### src/rtl/wb_reg_file_pkg.sv
// wb_reg_file_pkg: widths, index/word types and dump FSM states for wb_reg_file
package wb_reg_file_pkg;
  localparam int DATA_W = 16;
  localparam int ADDR_W = 4;
  localparam int NUM_REGS = 2 ** ADDR_W;
  typedef logic [ADDR_W-1:0] reg_idx_t;
  typedef logic [DATA_W-1:0] word_t;
  typedef enum logic [1:0] {IDLE = 2'd0, DUMP = 2'd1, DONE = 2'd2} rf_state_t;
  localparam reg_idx_t LAST_IDX = reg_idx_t'(NUM_REGS - 1);
endpackage

### src/rtl/wb_reg_file_if.sv
// wb_reg_file_if: read ports, write-back stream, halt and dump/halted outputs; master drives, slave is the register file
interface wb_reg_file_if;
  import wb_reg_file_pkg::*;
  reg_idx_t p0_addr, p1_addr, dst_addr, dump_addr;
  word_t p0, p1, dst, dump_data;
  logic we, hlt, dump_valid, halted;
  modport master (
    output p0_addr, p1_addr, we, dst_addr, dst, hlt,
    input  p0, p1, dump_valid, dump_addr, dump_data, halted
  );
  modport slave (
    input  p0_addr, p1_addr, we, dst_addr, dst, hlt,
    output p0, p1, dump_valid, dump_addr, dump_data, halted
  );
endinterface

### src/rtl/wb_reg_file.sv
// wb_reg_file: 16x16 register file (R0=0) with write bypass and a post-HALT sequential dump; ports clk, rst_n, bus (slave)
module wb_reg_file
  import wb_reg_file_pkg::*;
(
  input logic clk,
  input logic rst_n,
  wb_reg_file_if.slave bus
);
  word_t rf_q [NUM_REGS];
  word_t rf_d [NUM_REGS];
  rf_state_t state_q, state_d;
  reg_idx_t idx_q, idx_d;
  logic wr;
  always_comb begin
    wr = state_q == IDLE && bus.we && bus.dst_addr != '0;
    rf_d = rf_q;
    if (wr) rf_d[bus.dst_addr] = bus.dst;
    state_d = state_q == IDLE ? (bus.hlt ? DUMP : IDLE)
            : state_q == DUMP ? (idx_q == LAST_IDX ? DONE : DUMP) : DONE;
    idx_d = state_q == IDLE ? (bus.hlt ? reg_idx_t'(1) : '0)
          : state_q == DUMP ? idx_q + reg_idx_t'(1) : '0;
  end
  always_ff @(posedge clk) begin
    if (!rst_n) begin
      rf_q <= '{default: '0};
      state_q <= IDLE;
      idx_q <= '0;
    end else begin
      rf_q <= rf_d;
      state_q <= state_d;
      idx_q <= idx_d;
    end
  end
  assign bus.p0 = wr && bus.p0_addr == bus.dst_addr ? bus.dst : rf_q[bus.p0_addr];
  assign bus.p1 = wr && bus.p1_addr == bus.dst_addr ? bus.dst : rf_q[bus.p1_addr];
  assign bus.dump_valid = state_q == DUMP;
  assign bus.dump_addr = state_q == DUMP ? idx_q : '0;
  assign bus.dump_data = state_q == DUMP ? rf_q[idx_q] : '0;
  assign bus.halted = state_q == DONE;
endmodule

### src/flat_wrapper.sv
// flat-port wrapper written by rule: the top's interface ports become plain ports
module wb_reg_file_flat import wb_reg_file_pkg::*;
  (clk, rst_n, bus_p0_addr, bus_p1_addr, bus_we, bus_dst_addr, bus_dst, bus_hlt, bus_p0, bus_p1, bus_dump_valid, bus_dump_addr, bus_dump_data, bus_halted);
  wb_reg_file_if bus_i ();
  input logic clk;
  input logic rst_n;
  input wire logic [$bits(bus_i.p0_addr)-1:0] bus_p0_addr;
  input wire logic [$bits(bus_i.p1_addr)-1:0] bus_p1_addr;
  input wire logic [$bits(bus_i.we)-1:0] bus_we;
  input wire logic [$bits(bus_i.dst_addr)-1:0] bus_dst_addr;
  input wire logic [$bits(bus_i.dst)-1:0] bus_dst;
  input wire logic [$bits(bus_i.hlt)-1:0] bus_hlt;
  output wire logic [$bits(bus_i.p0)-1:0] bus_p0;
  output wire logic [$bits(bus_i.p1)-1:0] bus_p1;
  output wire logic [$bits(bus_i.dump_valid)-1:0] bus_dump_valid;
  output wire logic [$bits(bus_i.dump_addr)-1:0] bus_dump_addr;
  output wire logic [$bits(bus_i.dump_data)-1:0] bus_dump_data;
  output wire logic [$bits(bus_i.halted)-1:0] bus_halted;
  assign bus_i.p0_addr = bus_p0_addr;
  assign bus_i.p1_addr = bus_p1_addr;
  assign bus_i.we = bus_we;
  assign bus_i.dst_addr = bus_dst_addr;
  assign bus_i.dst = bus_dst;
  assign bus_i.hlt = bus_hlt;
  assign bus_p0 = bus_i.p0;
  assign bus_p1 = bus_i.p1;
  assign bus_dump_valid = bus_i.dump_valid;
  assign bus_dump_addr = bus_i.dump_addr;
  assign bus_dump_data = bus_i.dump_data;
  assign bus_halted = bus_i.halted;
  wb_reg_file u_core (.clk(clk), .rst_n(rst_n), .bus(bus_i));
endmodule
### config.mk
export PLATFORM = sky130hd
export DESIGN_NAME = wb_reg_file_flat
export DESIGN_NICKNAME = d
export VERILOG_FILES = /design/src/rtl/wb_reg_file_pkg.sv /design/src/rtl/wb_reg_file_if.sv /design/src/rtl/wb_reg_file.sv /design/src/flat_wrapper.sv
export SDC_FILE = /design/constraint.sdc
export NUM_CORES = 1
export LEC_CHECK = 0
export CORE_MARGIN = 2
export CORE_UTILIZATION = 50
export CTS_CLUSTER_SIZE = 25
export DETAILED_ROUTE_END_ITERATION = 7
export PLACE_DENSITY = 0.68
export SYNTH_ARGS = -nofsm -noshare
export SYNTH_HDL_FRONTEND = slang
export SYNTH_SLANG_ARGS = --single-unit
### constraint.sdc
create_clock -name clk -period 2.6 [get_ports clk]
set_input_delay 0.39 -clock clk [delete_from_list [all_inputs] [get_ports clk]]
set_output_delay 0.39 -clock clk [all_outputs]
set_load 0.02 [all_outputs]
==> run metrics <==
status complete, but fails checks; failing checks negative setup slack; clk buf depth 3; CP Launch Type register; GR Overflow Total 0; Initial Util 50.5%; part of the cycle the worst path needs 109%; critical path's top delay family buffers and inverters; DP Wirelength 33,300 um; Final min period 2.83 ns; sequential share of the synthesized area 31.2%; Layout area overhead 24.0%; FP Rows 67; CTS tree built; Arr. time, crit path 2.44 ns; final worst slack -0.230 ns; area fraction in compound gates after synthesis 1.54%; Die ar. 35,100 um^2; required time worst endpoint 2.21 ns; DR vias/cell 6.17; vias in the first global route 12,300; hold_buf cts 0; synthesized net count 1,388; Synth cell types 41; Avg WL per Cell 26.6 um; ordered cell list for the critical path buf_12, buf_8, buf_4, mux4_2, nor2b_1, a211oi_2, a211oi_2, buf_4; drt pass-1 iters 5; fraction of layout cells with a size suffix above 1 41.8%; clock sink total 262; Slew HR 50.1%; fill count 2,658; largest net degree at the start of global routing 82; Hold Crit Depth 2; Gate Count Post-Synth 1,355; post-synthesis mux area share 49.4%; ant diodes 0; drt total wl 52,400 um; io pins 86; total number of vias 12,200; Buf/Inv on CP 4; Crit path depth 8; DRC viols 0; Max VDD drop 471 uV; r2r worst-path depth 6; DRT antenna net count 0; Clk Latency, worst-skew pair 0.56 ns; max-slew violations 0; Reg power frac 43.0%; Switch Pwr 2.39 mW; endpoints failing setup 24; RSZ-0062 raised after global routing yes; Die Ht 187 um; total internal power 7.13 mW; Synth Area in XOR/XNOR 0.521%; core area 33,300 um^2; part of the power in the clock network 43.3%; Min-Delay Path Class in2reg; Worst-path clk slew 0.07 ns; gr usage total 29.6%; #FFs+latches synth 262; Design Area, Final 20,800 um^2; CP Capture Type primary output; die width 187 um; sw frac 25.1%; Adder-Cell Fraction of Synth Area 0.0745%; main combinational cell family by area after synthesis multiplexers; initial antenna violation count 0; MaxCap Viol Count 0; Mean Syn Cell Area 12.4 um^2; worst slew pin tran 0.746 ns; Synth Cell Area 16,800 um^2; final-stage net count 1,538; first-pass GRT wire length 78,400 um; leak pwr 8.56 nW; Root Buffer clkbuf_16; DP Area 19,100 um^2; Fmax 353 MHz; clock skew 0.0172 ns; Pwr per Cell Area 457 nW/um^2; H-tree depth 1; gpl congestion 0.858; max incr delay on CP 0.47 ns; Slowest cell on crit path mux4_2; final hold violation count 0; 1st-iter DRT viols 1,204; TritonCTS Buffers 29; critical path class reg2out; critical path fanouts, max 4; Gate power share 13.7%; Total Neg Setup Slack -2.87 ns; port buffer count 85; Yosys warning count 0; Post-Synth Simple-Gate Area 12.4%
[registers in the layout (all words and copies together) (netlist names)]
signal,cells
u_core.idx_q,4
u_core.state_q,2
u_core.rf_q,256
[per-stage QoR]
stage / cells / worst slack (ns) / util (%) / total power [mW] / hold slack (ns)
5_1_grt: 1971 / -0.272 / 62.6 / 9.80 / 0.362
3_3_place_gp: 1887 / -0.364 / 57.4 / 5.33 / 0.475
2_1_floorplan: 1355 / 0.426 / - / 4.89 / 0.461
6_report: 1971 / -0.230 / 62.6 / 9.52 / 0.343
4_1_cts: 1963 / -0.215 / 61.4 / 9.54 / 0.317
3_5_place_dp: 1887 / -0.374 / 57.4 / 5.34 / 0.488
[cell families (layout without fill, tap and decap cells)]
logic type | after synthesis | count (layout)
AO/OA/AOI/OAI | 34 | 34
adder cells (fa/ha/maj) | 1 | 1
multiplexers | 577 | 577
flip-flops | 262 | 262
XOR/XNOR | 10 | 10
buffers and inverters | 156 | 324
AND/OR/NAND/NOR | 315 | 315
[metal layers]
metal,GRT usage [%],vias up,routed length (um)
met2,48.2,502,24700
met3,5.87,110,4020
met4,10.1,2,1810
li1,-,5363,-
met5,1.10,-,53
met1,39.4,6178,21800
[cells in the final DEF, fill, tap and decap left out, types with 7 or more instances in the layout]
cell type	synthesis	layout
mux2i_1	353	341
nor2b_1	257	251
dfxtp_1	262	204
mux4_2	192	192
buf_4	14	133
dfxtp_2	0	54
buf_12	0	52
buf_6	19	34
clkbuf_16	0	30
a211oi_2	0	28
mux2_4	20	22
clkdlybuf4s50_1	0	22
and2_1	19	19
buf_2	33	13
mux2i_2	0	12
mux2_2	12	10
xor2_1	9	9
clkbuf_1	78	7
[path summary, 6_finish.rpt]
| path | startpoint | to | slack [ns] |
|---|---|---|---|
| setup / recovery | u_core.idx_q[0] | bus_dump_data[0] | -0.23 |
| hold / removal | rst_n | u_core.state_q[1] | 0.34 |
| setup reg to reg | u_core.state_q[1] | u_core.rf_q[204] | 0.43 |
| hold reg to reg | u_core.rf_q[251] | u_core.rf_q[251] | 0.51 |
[cell usage after synthesis]
library cell | instances | area [um^2]
a211oi_1 | 32 | 240
a21boi_2 | 1 | 11.3
and2_1 | 19 | 119
and2b_1 | 1 | 7.51
and2b_2 | 1 | 8.76
and3_1 | 1 | 6.26
and4_1 | 2 | 17.5
buf_1 | 9 | 33.8
buf_2 | 33 | 165
buf_4 | 14 | 105
buf_6 | 19 | 214
clkbuf_1 | 78 | 293
dfxtp_1 | 262 | 5250
ha_1 | 1 | 12.5
inv_1 | 3 | 11.3
mux2_2 | 12 | 135
mux2_4 | 20 | 300
mux2i_1 | 353 | 3530
mux4_2 | 192 | 4320
nand2_1 | 2 | 7.51
nand2_2 | 2 | 12.5
nand2b_1 | 2 | 12.5
nand3_1 | 1 | 5.00
nand3_2 | 5 | 50.1
nand4_2 | 2 | 25.0
nand4_4 | 2 | 42.5
nand4bb_4 | 1 | 27.5
nor2_1 | 6 | 22.5
nor2_2 | 1 | 6.26
nor2b_1 | 257 | 1610
nor2b_2 | 1 | 8.76
nor3_1 | 1 | 5.00
nor3_4 | 1 | 16.3
nor3b_1 | 2 | 15.0
nor3b_2 | 1 | 12.5
nor4_1 | 2 | 12.5
nor4_4 | 1 | 21.3
o21a_1 | 1 | 7.51
or3_1 | 1 | 6.26
xnor2_1 | 1 | 8.76
xor2_1 | 9 | 78.8
[power groups by stage]
stage	Sequential [mW]	Clock (mW)	Combinational (mW)
floorplan	4.17	0	0.726
global placement	4.18	0	1.15
detailed placement	4.18	0	1.15
CTS	4.09	4.18	1.26
global route	4.10	4.33	1.36
finish	4.10	4.12	1.30
[final cells by class]
cell class | instances | area, um^2 | share of cell area [%]
Clock buffer | 39 | 793 | 3.81
Clock inverter | 10 | 130 | 0.625
Inverter | 3 | 11.3 | 0.0541
Multi-Input combinational cell | 937 | 11000 | 52.9
Sequential cell | 262 | 5330 | 25.6
Tap cell | 448 | 561 | 2.69
Timing Repair Buffer | 272 | 2980 | 14.3
[repair_timing]
item,4_1_cts,5_1_grt
endpoints found under the setup margin,51,41
gates cloned,3,1
setup buffers,32,15
pin swaps,24,19
gates resized for setup,294,112
(Power assumes the default switching activity.)
